<file path="src/rtl/uart_rx_param_if.sv">
// Receiver-to-consumer bundle: received word, completion strobe, error flags and busy.
interface uart_rx_param_if #(
  parameter int unsigned DATA_BITS = 8
);
  logic [DATA_BITS-1:0] data_byte;
  logic                 Rx_Done;
  logic                 parity_err;
  logic                 frame_err;
  logic                 break_det;
  logic                 busy;

  modport master (
    output data_byte,
    output Rx_Done,
    output parity_err,
    output frame_err,
    output break_det,
    output busy
  );

  modport slave (
    input data_byte,
    input Rx_Done,
    input parity_err,
    input frame_err,
    input break_det,
    input busy
  );
endinterface

</file>
<file path="src/rtl/uart_rx_param.sv">
// Parametrised UART receiver: 16x oversampling, 6-sample majority per bit,
// runtime baud divisor / parity / stop bits, parity, framing and break reporting.
module uart_rx_param #(
  parameter int unsigned DATA_BITS = 8,
  parameter int unsigned DIV_W     = 16
) (
  input  logic             Clk,
  input  logic             Rst_n,
  input  logic [DIV_W-1:0] bps_div,
  input  logic [1:0]       parity_mode,
  input  logic             stop2,
  input  logic             Rs232_Rx,
  uart_rx_param_if.master  rx_if
);

  typedef enum logic [2:0] {StIdle, StStart, StData, StParity, StStop, StDone} state_e;

  localparam logic [3:0] LastBit = 4'(DATA_BITS - 1);

  state_e               state_q, state_d;
  logic                 rx_s1_q, rx_s2_q, rx_s3_q;
  logic [DIV_W-1:0]     div_l_q, div_cnt_q;
  logic [1:0]           par_l_q;
  logic                 stop2_l_q;
  logic [3:0]           tick_cnt_q, bit_cnt_q;
  logic [2:0]           samp_cnt_q, samp_sum;
  logic [DATA_BITS-1:0] shreg_q, data_q;
  logic                 par_bit_q, ferr_acc_q, all_zero_q, stop_idx_q;
  logic                 done_q, perr_q, ferr_q, brk_q;

  logic start_edge, tick, at11, at15, in_win, bit_val, par_en;
  logic latch_cfg, shift_en, par_cap, stop_cap, stop_adv, bit_inc, bit_clr, finish;

  assign start_edge = rx_s3_q & ~rx_s2_q;
  assign tick       = (state_q != StIdle) && (div_cnt_q == div_l_q);
  assign at11       = tick && (tick_cnt_q == 4'd11);
  assign at15       = tick && (tick_cnt_q == 4'd15);
  assign in_win     = (tick_cnt_q >= 4'd6) && (tick_cnt_q <= 4'd11);
  // Count including the current sample, so the tick-11 decision sees all six votes
  assign samp_sum   = samp_cnt_q + {2'b00, rx_s2_q};
  assign bit_val    = (samp_sum >= 3'd4);
  assign par_en     = (par_l_q == 2'd1) || (par_l_q == 2'd2);

  always_comb begin
    state_d   = state_q;
    latch_cfg = 1'b0;
    shift_en  = 1'b0;
    par_cap   = 1'b0;
    stop_cap  = 1'b0;
    stop_adv  = 1'b0;
    bit_inc   = 1'b0;
    bit_clr   = 1'b0;
    finish    = 1'b0;
    unique case (state_q)
      StIdle: begin
        if (start_edge) begin
          state_d   = StStart;
          latch_cfg = 1'b1;
        end
      end
      StStart: begin
        if (at11 && (samp_sum > 3'd2)) state_d = StIdle;
        else if (at15)                 state_d = StData;
      end
      StData: begin
        if (at11) shift_en = 1'b1;
        if (at15) begin
          if (bit_cnt_q == LastBit) begin
            bit_clr = 1'b1;
            state_d = par_en ? StParity : StStop;
          end else begin
            bit_inc = 1'b1;
          end
        end
      end
      StParity: begin
        if (at11) par_cap = 1'b1;
        if (at15) state_d = StStop;
      end
      StStop: begin
        // Leave right after the vote so an early next start edge is not missed
        if (at11) begin
          stop_cap = 1'b1;
          if (stop2_l_q && !stop_idx_q) begin
            stop_adv = 1'b1;
          end else begin
            finish  = 1'b1;
            state_d = StDone;
          end
        end
      end
      StDone:  state_d = StIdle;
      default: state_d = StIdle;
    endcase
  end

  always_ff @(posedge Clk or negedge Rst_n) begin
    if (!Rst_n) begin
      state_q    <= StIdle;
      rx_s1_q    <= 1'b1;
      rx_s2_q    <= 1'b1;
      rx_s3_q    <= 1'b1;
      div_l_q    <= '0;
      div_cnt_q  <= '0;
      par_l_q    <= 2'd0;
      stop2_l_q  <= 1'b0;
      tick_cnt_q <= 4'd0;
      bit_cnt_q  <= 4'd0;
      samp_cnt_q <= 3'd0;
      shreg_q    <= '0;
      par_bit_q  <= 1'b0;
      ferr_acc_q <= 1'b0;
      all_zero_q <= 1'b0;
      stop_idx_q <= 1'b0;
      data_q     <= '0;
      done_q     <= 1'b0;
      perr_q     <= 1'b0;
      ferr_q     <= 1'b0;
      brk_q      <= 1'b0;
    end else begin
      rx_s1_q <= Rs232_Rx;
      rx_s2_q <= rx_s1_q;
      rx_s3_q <= rx_s2_q;
      state_q <= state_d;
      done_q  <= finish;

      if (latch_cfg) begin
        div_l_q    <= (bps_div == '0) ? DIV_W'(1) : bps_div;
        par_l_q    <= parity_mode;
        stop2_l_q  <= stop2;
        ferr_acc_q <= 1'b0;
        all_zero_q <= 1'b1;
        stop_idx_q <= 1'b0;
      end

      if (state_q == StIdle) begin
        div_cnt_q  <= '0;
        tick_cnt_q <= 4'd0;
        samp_cnt_q <= 3'd0;
        bit_cnt_q  <= 4'd0;
      end else if (tick) begin
        div_cnt_q  <= '0;
        tick_cnt_q <= tick_cnt_q + 4'd1;
        if (tick_cnt_q == 4'd0) samp_cnt_q <= 3'd0;
        else if (in_win)        samp_cnt_q <= samp_sum;
      end else begin
        div_cnt_q <= div_cnt_q + DIV_W'(1);
      end

      if (bit_clr)      bit_cnt_q <= 4'd0;
      else if (bit_inc) bit_cnt_q <= bit_cnt_q + 4'd1;

      if (shift_en) begin
        shreg_q    <= {bit_val, shreg_q[DATA_BITS-1:1]};
        all_zero_q <= all_zero_q & ~bit_val;
      end else if (par_cap) begin
        par_bit_q  <= bit_val;
        all_zero_q <= all_zero_q & ~bit_val;
      end else if (stop_cap) begin
        ferr_acc_q <= ferr_acc_q | ~bit_val;
        all_zero_q <= all_zero_q & ~bit_val;
      end
      if (stop_adv) stop_idx_q <= 1'b1;

      if (finish) begin
        data_q <= shreg_q;
        ferr_q <= ferr_acc_q | ~bit_val;
        brk_q  <= all_zero_q & ~bit_val;
        perr_q <= par_en && ((^shreg_q ^ par_bit_q) != (par_l_q == 2'd2));
      end
    end
  end

  assign rx_if.data_byte  = data_q;
  assign rx_if.Rx_Done    = done_q;
  assign rx_if.parity_err = perr_q;
  assign rx_if.frame_err  = ferr_q;
  assign rx_if.break_det  = brk_q;
  assign rx_if.busy       = (state_q != StIdle);

endmodule

</file>
<file path="src/flat_wrapper.sv">
// flat-port wrapper written by rule: the top's interface ports become plain ports
module uart_rx_param_flat 
#(
  parameter int unsigned DATA_BITS = 8,
  parameter int unsigned DIV_W     = 16
)
  (Clk, Rst_n, bps_div, parity_mode, stop2, Rs232_Rx, rx_if_data_byte, rx_if_Rx_Done, rx_if_parity_err, rx_if_frame_err, rx_if_break_det, rx_if_busy);
  uart_rx_param_if #(.DATA_BITS(DATA_BITS)) rx_if_i ();
  input  logic Clk;
  input  logic Rst_n;
  input  logic [DIV_W-1:0] bps_div;
  input  logic [1:0] parity_mode;
  input  logic stop2;
  input  logic Rs232_Rx;
  output wire logic [$bits(rx_if_i.data_byte)-1:0] rx_if_data_byte;
  output wire logic [$bits(rx_if_i.Rx_Done)-1:0] rx_if_Rx_Done;
  output wire logic [$bits(rx_if_i.parity_err)-1:0] rx_if_parity_err;
  output wire logic [$bits(rx_if_i.frame_err)-1:0] rx_if_frame_err;
  output wire logic [$bits(rx_if_i.break_det)-1:0] rx_if_break_det;
  output wire logic [$bits(rx_if_i.busy)-1:0] rx_if_busy;
  assign rx_if_data_byte = rx_if_i.data_byte;
  assign rx_if_Rx_Done = rx_if_i.Rx_Done;
  assign rx_if_parity_err = rx_if_i.parity_err;
  assign rx_if_frame_err = rx_if_i.frame_err;
  assign rx_if_break_det = rx_if_i.break_det;
  assign rx_if_busy = rx_if_i.busy;
  uart_rx_param #(.DATA_BITS(DATA_BITS), .DIV_W(DIV_W)) u_core (.Clk(Clk), .Rst_n(Rst_n), .bps_div(bps_div), .parity_mode(parity_mode), .stop2(stop2), .Rs232_Rx(Rs232_Rx), .rx_if(rx_if_i));
endmodule
</file>
<file path="config.mk">
export PLATFORM = sky130hd
export DESIGN_NAME = uart_rx_param_flat
export DESIGN_NICKNAME = d
export VERILOG_FILES = /design/src/rtl/uart_rx_param_if.sv /design/src/rtl/uart_rx_param.sv /design/src/flat_wrapper.sv
export SDC_FILE = /design/constraint.sdc
export NUM_CORES = 1
export LEC_CHECK = 0
export ABC_AREA = 1
export BUFFER_PORTS_ARGS = -buffer_cell sky130_fd_sc_hd__buf_4
export CAP_MARGIN = 10
export CORE_MARGIN = 2
export CORE_UTILIZATION = 40
export CTS_BUF_LIST = sky130_fd_sc_hd__clkbuf_8
export DETAILED_ROUTE_END_ITERATION = 12
export GPL_TIMING_DRIVEN = 1
export PLACE_DENSITY = 0.68
export SYNTH_ARGS = -nofsm -noshare
export SYNTH_HDL_FRONTEND = slang
export SYNTH_SLANG_ARGS = --single-unit
export TNS_END_PERCENT = 5
</file>
<file path="constraint.sdc">
create_clock -name Clk -period 2.7 [get_ports Clk]
set_input_delay 0.27 -clock Clk [delete_from_list [all_inputs] [get_ports Clk]]
set_output_delay 0.27 -clock Clk [all_outputs]
set_load 0.05 [all_outputs]
</file>
# Yosys cells after proc, flatten, opt, wreduce, memory -nomap -nowiden

Cells that the tools add are included.

Register bits after elaboration: 76
Bits in latches: 0
Bits in writable memories: 0
Bits in read-only memories: 0
Bits of input ports: 22
Output and inout port bits: 13
Word-level logic and storage cells: 126
Memories: 0

Add/subtract/negate cells: 4
Multipliers: 0
Div/mod/pow operators: 0
$lt $le $gt $ge: 4
Equal/unequal tests: 18
Shifts and indexed selects: 0
Muxes and demuxes: 50
Bitwise gates (word level): 7
Reduce and logical (&&, ||, !) cells: 22

Operators by type and width:

| kind                                                              | count |
|---|---|
| two-way mux 16 bit                                                | 3 |
| two-way mux 3 bit                                                 | 13 |
| two-way mux 1 bit                                                 | 28 |
| two-way mux 4 bit                                                 | 5 |
| adder 16 x 1 -> 16 bit, second input constant                     | 1 |
| == test 16 bit                                                    | 1 |
| zero test 16 bit                                                  | 1 |
| case mux 3 bit (5 select lines)                                   | 1 |
| != test 2 x 1 -> 1 bit, second input constant                     | 5 |
| nonzero test 3 bit                                                | 3 |
| adder 4 x 1 -> 4 bit, second input constant                       | 2 |
| == test 4 bit, second input constant                              | 2 |
| parity 8 bit                                                      | 1 |
| logical AND 1 bit                                                 | 7 |
| AND reduction 7 bit                                               | 1 |
| == test 3 x 2 -> 1 bit, second input constant                     | 2 |
| == test 4 x 3 -> 1 bit, second input constant                     | 1 |
| greater-or-equal comparator 4 x 3 -> 1 bit, second input constant | 1 |
| less-or-equal comparator 4 bit, second input constant             | 1 |
| zero test 4 bit                                                   | 1 |
| AND reduction 2 bit                                               | 2 |
| nonzero test 2 bit                                                | 2 |
| nonzero test 4 bit                                                | 1 |
| adder 3 x 1 -> 3 bit                                              | 1 |
| 16 further kinds                                                  | 19 |

# Depth between registers and ports, before layout

Gate-level depths: netlist of run 1.

Depth after elaboration: 8
Gate-level depth with buffers: 14
Depth with buffers taken out: 13

# Least setup slack after synthesis of run 1

No wires, ideal clock.

Path kind: register to register
Start point: reg u_core.div_cnt_q[0]
End point: reg u_core.div_cnt_q[14]
Library setup time: 0.064 ns
Arrival time: 1.698 ns
Data required time: 2.636 ns
Setup slack: 0.939 ns
Cell stages (with the launch flop): 11
Buffers on the path: 0
Period minus slack after synthesis: 1.761 ns
Path through: dfrtp_1 > ha_1 > nand3_1 > nor2_1 > nand2_1 > nor2_1 > nand4_1 > or2_2 > o21ai_0 > o211ai_1 > inv_1

Longest elaborated chain between the ends: 4
Elaborated cells on any way between the ends: 5
Classes of those cells: add/sub (1); eq/ne (1); mux (2); reduce/logical (1)

RTL lines:

| item                                                                           | line                 | text |
|---|---|---|
| from (decl)                                                                    | uart_rx_param.sv:22  | `logic [DIV_W-1:0] div_l_q, div_cnt_q;` |
| from (signal assigned)                                                         | uart_rx_param.sv:147 | `div_cnt_q <= div_cnt_q + DIV_W'(1);` |
| parallel branches: the longest is 2 deep, another holds adder 16 x 1 -> 16 bit | -                    |  |
| two-way mux 16 bit (*)                                                         | uart_rx_param.sv:141 | `end else if (tick) begin` |
| two-way mux 16 bit (*)                                                         | uart_rx_param.sv:136 | `if (state_q == StIdle) begin` |

Mark *: on every way between the ends.
A chain may end at the register's enable or synchronous reset.

# Final worst setup path of run 1

Same ends and word-level chain as after synthesis.

==> results.py, run 1 <==
metrics = {
    "synth": {
        "postSynthCellCount": 501,
        "synth_cell_types": 32,
        "synth.yosys.seq_area_share_pct": 48.2,
        "syn_area_sq_um": 3960,
        "ys_ff_latch": 76,
        "syn_area_per_cell_sq_um": 7.89,
        "yosysWarningCount": 0,
        "syn-num-nets": 531,
    },
    "sta": {
        "post-route-worst-setup-slack_ps": 536,
        "tightest_slew_ps": 964,
        "max_freq_ghz": 0.462,
        "fin_crit_sh_pct": 80.1,
        "drv_slew": 0,
        "setup_tns_ps": 0,
        "whs_ps": 64.1,
        "hold_violations": 0,
        "max_slew_margin_pct": 35.7,
        "clock_skew_ps": 9.30,
        "min_period_ps": 2160,
        "setup_viol": 0,
        "grt_setup_unrepaired": "false",
    },
    "critical_path": {
        "end_kind": "register",
        "crit_fanout": 5,
        "path_class": "register to register",
        "critPathRequiredTime_ps": 3010,
        "r2r_end": "u_core.div_cnt_q[14]$_DFF_PN0_",
        "critPathArrivalTime_ps": 2480,
        "start_kind": "register",
        "rr_worst_depth": 10,
        "reg2reg_from": "u_core.div_cnt_q[0]$_DFF_PN0_",
        "reg2reg_slack_ps": 540,
    },
    "run": {
        "drv_cap": 0,
    },
    "finish": {
        "layout_commonest_cell": "nand2_1",
        "multi_input_area_sq_um": 1670,
        "nFillCells": 957,
        "final_cell_mix": "nand2_1, inv_1, dfrtp_1",
        "drive_above_1_share_pct": 13.9,
        "design_area_sq_um": 4560,
        "diodes": 0,
        "fin_nets": 572,
        "register_area_sq_um": 1910,
        "final_util_pct": 47.1,
        "areaGrowthSynthToFinish_pct": 15.3,
    },
    "die": {
        "coreArea_sq_um": 9680,
        "chipWidth_um": 103,
        "ios": 35,
        "fp.dieH_um": 103,
        "rows": 36,
        "start_util_pct": 40.8,
        "die_area_sq_um": 10700,
    },
    "drt": {
        "ant_nets": 0,
        "drt-initial-drc-count": 128,
        "wl_per_cell_um": 12.0,
        "drt_pass1_iterations": 4,
        "drc": 0,
        "vias": 3189,
        "routed_via_density": 4.69,
        "wl_um": 8150,
    },
    "power": {
        "p_leak_nw": 2.30,
        "p_per_area_nw_per_um2": 752,
        "ir_drop_mv": 0.267,
    },
    "min_path": {
        "hold_class": "input pin to asynchronous set/reset pin",
    },
    "grt": {
        "overflow": 0,
        "antenna_found_initial": 0,
        "grt_pass1_vias": 3080,
        "track_usage_pct": 16.8,
        "grt_pass1_wl_um": 13700,
        "grt_max_degree": 77,
    },
    "clock_network": {
        "htreeDepth": 3,
        "cts.reportedPaths.clkPinSlew_ps": 90,
        "cts_setup_buffers": 0,
        "cts_sinks": 76,
        "numCtsBuffers": 9,
        "clk_path_buf_depth": 2,
        "cts_tree": "yes",
        "cts-root-buf": "clkbuf_8",
        "holdBufCountCts": 1,
        "clk_latency_ps": 370,
        "cts_resized": 0,
    },
    "place": {
        "gp_congestion": 0.875,
        "preCtsSetupSlack_ps": 617,
        "port_buffers": 34,
        "dp_hpwl_um": 5990,
        "dpl-instance-area_sq_um": 4340,
    },
    "run_status": {
        "status": "finished, final reports clean",
    },
}
==> critical path, cell delays in order (launching register included) <==
cell,delay (ps)
dfrtp_1,410
ha_1,210
nand3_1,130
nor2_1,150
nand2_1,60
nor2_1,240
nand4_1,170
or2_2,360
o21ai_0,200
o211ai_1,110
inv_1,60
==> layout make-up <==
cell class,instances,area share (%)
Clock buffer,9,2.72
Multi-Input combinational cell,331,36.7
Sequential cell,76,41.8
Clock inverter,7,1.78
Tap cell,133,3.65
Inverter,86,7.08
Timing Repair Buffer,38,6.31
==> worst max-delay path by stage <==
| stage | from | to | slack (ps) | cells after the start |
|---|---|---|---|---|
| after detailed placement | u_core.div_cnt_q[0]$_DFF_PN0_ | u_core.div_cnt_q[14]$_DFF_PN0_ | 620 | 10 |
| final | u_core.div_cnt_q[0]$_DFF_PN0_ | u_core.div_cnt_q[14]$_DFF_PN0_ | 540 | 10 |
| after floorplan | u_core.div_cnt_q[0]$_DFF_PN0_ | u_core.div_cnt_q[14]$_DFF_PN0_ | 940 | 10 |
| after global routing | u_core.div_cnt_q[0]$_DFF_PN0_ | u_core.div_cnt_q[14]$_DFF_PN0_ | 320 | 10 |
| after global placement | u_core.div_cnt_q[0]$_DFF_PN0_ | u_core.div_cnt_q[14]$_DFF_PN0_ | 660 | 10 |
| after CTS | u_core.div_cnt_q[0]$_DFF_PN0_ | u_core.div_cnt_q[14]$_DFF_PN0_ | 580 | 10 |
==> cells in the mapped netlist, drive strengths merged <==
master | instances | area [sq um]
xnor2 | 11 | 96.3
nor3 | 4 | 20.0
o31ai | 3 | 22.5
nor2 | 39 | 169
o22ai | 1 | 6.26
dfstp | 3 | 78.8
buf | 5 | 43.8
a21oi | 7 | 35.0
nor3b | 1 | 7.51
or2 | 1 | 6.26
o211ai | 3 | 22.5
o21ai | 51 | 289
nor4 | 6 | 37.5
a22oi | 1 | 7.51
nand2 | 152 | 581
nand4 | 9 | 71.3
clkbuf | 3 | 11.3
ha | 8 | 100
o221ai | 1 | 8.76
nand3 | 26 | 130
dfrtp | 73 | 1830
xor2 | 7 | 61.3
clkinv | 1 | 3.75
inv | 85 | 319
==> metal layers <==
layer	track usage, %	wire length (um)	vias up	share of wire, %
met5	0	0	-	0
met4	5.57	105	0	1.3
met3	5.17	335	10	4.1
met2	29.0	4100	51	50
met1	20.1	3610	1470	44
li1	-	-	1658	-
==> kinds of logic after synthesis <==
kind of cell             synth area share [%]
XOR/XNOR                                 3.99
AND/OR/NAND/NOR                          25.8
AO/OA/AOI/OAI                            9.90
adder cells (fa/ha/maj)                  2.53
buffers and inverters                    9.55
flip-flops                               48.2
==> metrics by stage <==
step	cells	power (mW)
3_3_place_gp	663	2.52
2_1_floorplan	501	2.25
5_1_grt	680	3.69
6_report	680	3.43
3_5_place_dp	663	2.54
4_1_cts	680	3.47
==> power breakdown <==
part	total (mW)	internal [mW]	leakage [nW]	switching (mW)
combinational	1.02	0.353	1.20	0.672
clock	0.910	0.441	0.106	0.469
sequential	1.49	1.35	0.994	0.148
total	3.43	2.14	2.30	1.29
==> sequential cells by signal, summed over array words and instances (netlist names), 2 cells and up <==
signal and count:
u_core.div_cnt_q 16, u_core.div_l_q 16, u_core.rx_if.data_byte 8, u_core.shreg_q 8, u_core.bit_cnt_q 4, u_core.tick_cnt_q 4
u_core.samp_cnt_q 3, u_core.state_q 3, u_core.par_l_q 2
(Power assumes the default switching activity.)
==> run 2: changes to the inputs <==
--- a/config.mk
+++ b/config.mk
@@ -13,7 +13,7 @@
 export CTS_BUF_LIST = sky130_fd_sc_hd__clkbuf_8
 export DETAILED_ROUTE_END_ITERATION = 12
 export GPL_TIMING_DRIVEN = 1
-export PLACE_DENSITY = 0.68
+export PLACE_DENSITY = 0.7
 export SYNTH_ARGS = -nofsm -noshare
 export SYNTH_HDL_FRONTEND = slang
 export SYNTH_SLANG_ARGS = --single-unit
==> constraint.sdc (replaced) <==
create_clock -name Clk -period 1.9 [get_ports Clk]
set_input_delay 0.19 -clock Clk [delete_from_list [all_inputs] [get_ports Clk]]
set_output_delay 0.19 -clock Clk [all_outputs]
set_load 0.05 [all_outputs]
==> results.py, run 2 (synthesis gave the netlist of run 1 again) <==
metrics = {
    "run_status": {
        "status": "finished, final reports clean",
    },
    "min_path": {
        "min_path_cells": 3,
        "hold_class": "input pin to register",
        "hold_path_end": "u_core.par_l_q[1]$_DFFE_PN0P_",
        "hp-start": "parity_mode[1]",
    },
    "sta": {
        "max_freq_ghz": 0.546,
        "setup_viol": 0,
        "clock_skew_ps": 16.9,
        "hold_violations": 0,
        "setup_tns_ps": 0,
        "min_period_ps": 1830,
        "grt_setup_unrepaired": "true",
        "drv_slew": 0,
        "max_slew_margin_pct": 66.8,
        "tightest_slew_ps": 493,
        "fin_crit_sh_pct": 96.3,
    },
    "die": {
        "chipWidth_um": 103,
        "die_area_sq_um": 10700,
        "start_util_pct": 40.8,
        "coreArea_sq_um": 9680,
        "rows": 36,
        "fp.dieH_um": 103,
        "ios": 35,
    },
    "clock_network": {
        "numCtsBuffers": 9,
        "htreeDepth": 3,
        "clk_latency_ps": 370,
        "cts_tree": "yes",
        "clk_path_buf_depth": 2,
        "cts-root-buf": "clkbuf_8",
        "cts.reportedPaths.clkPinSlew_ps": 100,
        "cts_sinks": 76,
    },
    "critical_path": {
        "path_class": "register to register",
        "r2r_end": "u_core.rx_if.parity_err$_DFFE_PN0P_",
        "max_stage_delay_ps": 390,
        "crit_fanout": 10,
        "critPathArrivalTime_ps": 2110,
        "reg2reg_slack_ps": 70,
        "cpMostUsedCell": "nand2_1",
        "rr_worst_depth": 14,
        "end_kind": "register",
        "crit_chain": "inv_1 > nand2_1 > nand2_1 > nor2_2 > nand2_2 > nor2_4 > nand4_4 > inv_4 > nand2_4 > nor2_4 > buf_4 > inv_6 > nand2_1 > nand2_1",
        "slowest_stage": "dfrtp_1",
        "reg2reg_from": "u_core.div_cnt_q[6]$_DFF_PN0_",
        "start_kind": "register",
        "critPathRequiredTime_ps": 2180,
    },
    "finish": {
        "drive_above_1_share_pct": 21.0,
        "diodes": 0,
        "top_regs": "u_core.div_cnt_q x16, u_core.div_l_q x16",
        "final_cell_mix": "nand2_1, inv_1, dfrtp_1",
        "fin_cells": 708,
        "areaGrowthSynthToFinish_pct": 22.8,
        "layout_commonest_cell": "nand2_1",
        "fin_nets": 600,
    },
    "place": {
        "gp_congestion": 0.894,
        "dp_hpwl_um": 6300,
        "port_buffers": 34,
        "dp_cells": 683,
    },
    "run": {
        "drv_cap": 0,
    },
    "drt": {
        "wl_per_cell_um": 12.3,
        "ant_nets": 0,
        "wl_um": 8710,
        "drc": 0,
        "routed_via_density": 4.74,
        "drt-initial-drc-count": 194,
        "drt_pass1_iterations": 5,
        "vias": 3354,
    },
    "grt": {
        "grt_pass1_wl_um": 14100,
        "antenna_found_initial": 0,
        "grt_max_degree": 41,
        "track_usage_pct": 17.3,
        "overflow": 0,
        "grt_pass1_vias": 3135,
    },
    "power": {
        "ir_drop_mv": 0.429,
        "p_leak_nw": 2.45,
        "p_per_area_nw_per_um2": 1050,
    },
}
-- run 2: worst max-delay path by stage --
stage	cells after the start	from	end	slack, ps
after floorplan	10	u_core.div_cnt_q[0]$_DFF_PN0_	u_core.div_cnt_q[14]$_DFF_PN0_	140
after global placement	10	u_core.div_cnt_q[0]$_DFF_PN0_	u_core.div_cnt_q[12]$_DFF_PN0_	60
after detailed placement	13	u_core.div_cnt_q[6]$_DFF_PN0_	u_core.rx_if.data_byte[6]$_DFFE_PN0P_	-10
after CTS	13	u_core.div_cnt_q[6]$_DFF_PN0_	u_core.rx_if.data_byte[6]$_DFFE_PN0P_	30
after global routing	14	u_core.div_cnt_q[6]$_DFF_PN0_	u_core.rx_if.parity_err$_DFFE_PN0P_	-70
final	14	u_core.div_cnt_q[6]$_DFF_PN0_	u_core.rx_if.parity_err$_DFFE_PN0P_	70
-- run 2: stage by stage --
step	setup slack [ps]	instance area (sq um)	power, mW	hold WS, ps	util, %
6_report	69.9	4860	5.11	12.8	50.2
4_1_cts	33.2	4750	5.08	3.62	49.0
2_1_floorplan	139	3960	3.19	-106	-
5_1_grt	-72.0	4860	5.50	11.7	50.2
3_5_place_dp	-12.5	4510	3.71	191	46.5
3_3_place_gp	56.0	4510	3.67	193	46.5
-- run 2: cell type report --
cell class | instances | area [sq um]
repair buffers | 65 | 513
clock inverters | 7 | 87.6
inverters | 86 | 333
clock buffers | 9 | 124
well taps | 133 | 166
fillers | 921 | 4830
multi-input cells | 331 | 1720
repair inverters | 1 | 8.76
flip-flops and latches | 76 | 1910
-- run 2: repair_timing --
| item | in CTS | in global routing |
|---|---|---|
| setup endpoints to repair | 11 | 32 |
| resized for setup | 3 | 26 |
| buffers inserted | 0 | 6 |
| gates cloned | 0 | 1 |
| hold buffers | 2 | 0 |
| hold endpoints to repair | 34 | 0 |
| pin swaps | 0 | 5 |
-- run 2: where the power goes --
| part | internal [mW] | total (mW) | leakage [nW] | switching, mW |
|---|---|---|---|---|
| clock | 0.644 | 1.35 | 0.109 | 0.702 |
| combinational | 0.617 | 1.65 | 1.35 | 1.03 |
| sequential | 1.91 | 2.12 | 0.991 | 0.209 |
-- run 2: per-layer routing --
layer  GRT usage [%]  share of wire (%)  wire [um]  vias up
li1                -                  -          -     1711
met4            6.07                1.8        155        0
met3            4.23                3.8        335       12
met1            21.2                 44       3880     1576
met2            29.9                 50       4350       55
met5               0                  0          0        -
-- run 2: worst max-delay path: cells and delay by family (launching register included) --
family | cells | cell delay, ps
buffers and inverters | 4 | 400
DFF | 1 | 390
and+or+nand+nor | 10 | 950
==> run 3: changes to the inputs <==
--- a/config.mk
+++ b/config.mk
@@ -14,6 +14,8 @@
 export DETAILED_ROUTE_END_ITERATION = 12
 export GPL_TIMING_DRIVEN = 1
 export PLACE_DENSITY = 0.7
+export RECOVER_POWER = 100
+export SLEW_MARGIN = 20
 export SYNTH_ARGS = -nofsm -noshare
 export SYNTH_HDL_FRONTEND = slang
 export SYNTH_SLANG_ARGS = --single-unit
==> results.py, run 3 (synthesis gave the netlist of run 1 again) <==
metrics = {
    "run_status": {
        "status": "finished, final reports clean",
    },
    "grt": {
        "grt_pass1_wl_um": 14100,
        "globalRouteMet1Util_pct": 21.2,
        "grt_max_degree": 41,
        "track_usage_pct": 17.3,
        "grt_pass1_vias": 3135,
        "met3_usage_pct": 4.23,
        "top_usage_layer": "met2",
        "met2_usage_pct": 29.9,
        "antenna_found_initial": 0,
        "overflow": 0,
    },
    "die": {
        "ios": 35,
        "rows": 36,
        "die_area_sq_um": 10700,
        "coreArea_sq_um": 9680,
        "fp.dieH_um": 103,
        "chipWidth_um": 103,
        "start_util_pct": 40.8,
    },
    "critical_path": {
        "path_class": "register to register",
        "crit_fanout": 10,
        "critPathArrivalTime_ps": 2100,
        "reg2reg_from": "u_core.div_cnt_q[8]$_DFF_PN0_",
        "r2r_end": "u_core.rx_if.parity_err$_DFFE_PN0P_",
        "end_kind": "register",
        "start_kind": "register",
        "reg2reg_slack_ps": 70,
        "rr_worst_depth": 14,
        "critPathRequiredTime_ps": 2170,
    },
    "power": {
        "p_leak_nw": 2.38,
        "ir_drop_mv": 0.428,
        "p_per_area_nw_per_um2": 1070,
        "finalPower_mw": 5.10,
    },
    "clock_network": {
        "cts_sinks": 76,
        "cts.reportedPaths.clkPinSlew_ps": 100,
        "numCtsBuffers": 9,
        "cts-root-buf": "clkbuf_8",
        "clk_path_buf_depth": 2,
        "clk_latency_ps": 370,
        "cts_tree": "yes",
        "htreeDepth": 3,
    },
    "sta": {
        "min_period_ps": 1830,
        "tightest_slew_ps": 972,
        "hold_violations": 0,
        "clock_skew_ps": 16.9,
        "grt_setup_unrepaired": "true",
        "max_freq_ghz": 0.545,
        "whs_ps": 18.4,
        "fin_crit_sh_pct": 96.5,
        "setup_viol": 0,
        "max_slew_margin_pct": 35.2,
        "drv_slew": 0,
        "setup_tns_ps": 0,
    },
    "finish": {
        "areaGrowthSynthToFinish_pct": 21.0,
        "drive_above_1_share_pct": 18.1,
        "layout_commonest_cell": "nand2_1",
        "design_area_sq_um": 4790,
        "top_regs": "u_core.div_cnt_q x16, u_core.div_l_q x16",
        "final_cell_mix": "nand2_1, inv_1, dfrtp_1",
        "fin_nets": 600,
        "nFillCells": 938,
        "final_util_pct": 49.4,
        "diodes": 0,
    },
    "drt": {
        "drt_pass1_iterations": 4,
        "ant_nets": 0,
        "drt-initial-drc-count": 196,
        "wl_um": 8660,
        "vias": 3335,
        "routed_via_density": 4.71,
        "drc": 0,
        "wl_per_cell_um": 12.2,
    },
    "min_path": {
        "min_path_cells": 3,
        "hold_path_end": "u_core.par_l_q[1]$_DFFE_PN0P_",
        "hp-start": "parity_mode[1]",
        "hold_class": "input pin to register",
    },
    "place": {
        "dp_hpwl_um": 6300,
        "dpl-instance-area_sq_um": 4510,
        "gp_congestion": 0.894,
        "port_buffers": 34,
    },
    "run": {
        "drv_cap": 0,
    },
}
-- run 3: cell count changes in the layout (fill, tap and decap cells not counted), sizes merged --
| cell | change |
|---|---|
| clkbuf | +21 |
| buf | -21 |
-- run 3: final cells by class --
cell class / instances / area (sq um) / share of cell area, %
clock buffer: 9 / 124 / 2.59
inverter: 86 / 333 / 6.95
clock inverter: 7 / 87.6 / 1.83
timing repair inverter: 1 / 8.76 / 0.183
sequential: 76 / 1910 / 39.9
tap: 133 / 166 / 3.48
timing repair buffer: 65 / 443 / 9.25
multi-input combinational: 331 / 1720 / 35.9
-- run 3: worst max-delay path by stage --
stage / start / to / cells after the start
floorplan: u_core.div_cnt_q[0]$_DFF_PN0_ / u_core.div_cnt_q[14]$_DFF_PN0_ / 10
global placement: u_core.div_cnt_q[0]$_DFF_PN0_ / u_core.div_cnt_q[12]$_DFF_PN0_ / 10
detailed placement: u_core.div_cnt_q[6]$_DFF_PN0_ / u_core.rx_if.data_byte[6]$_DFFE_PN0P_ / 13
CTS: u_core.div_cnt_q[6]$_DFF_PN0_ / u_core.rx_if.data_byte[6]$_DFFE_PN0P_ / 13
global route: u_core.div_cnt_q[6]$_DFF_PN0_ / u_core.rx_if.parity_err$_DFFE_PN0P_ / 14
finish: u_core.div_cnt_q[8]$_DFF_PN0_ / u_core.rx_if.parity_err$_DFFE_PN0P_ / 14
-- run 3: power by group --
part | switching (mW) | internal, mW | total [mW]
Sequential | 0.210 | 1.91 | 2.12
Combinational | 1.03 | 0.608 | 1.64
Clock | 0.695 | 0.644 | 1.34
Total | 1.94 | 3.16 | 5.10
-- run 3: routing by layer --
layer / up-vias / part of all wire [%]
met3: 6 / 3.4
li1: 1714 / -
met4: 0 / 1.1
met5: - / 0
met1: 1564 / 45
met2: 51 / 50
-- run 3: critical path: stages, from the launching register on --
cell and delay [ps]:
dfrtp_2 420, inv_2 60, nand2_1 50, nand2_1 70, nor2_1 120, nand2_1 100
nor2_4 170, nand4_4 130, inv_4 90, nand2_4 70, nor2_4 140, buf_4 150
inv_6 60, nand2_1 60, nand2_1 50
-- run 3: metrics by stage --
| stage | setup slack [ps] | cells |
|---|---|---|
| detailed placement | -12.5 | 683 |
| global route | -72.0 | 708 |
| global placement | 56.0 | 683 |
| floorplan | 139 | 501 |
| CTS | 33.2 | 701 |
| finish | 66.6 | 708 |
-- run 3: repair_timing --
item	in CTS	in global routing
setup endpoints to repair	11	32
resized for setup	3	26
endpoints found under the hold margin	34	0
hold buffers	2	0
pin swaps	0	5
cloned	0	1
buffers inserted	0	6
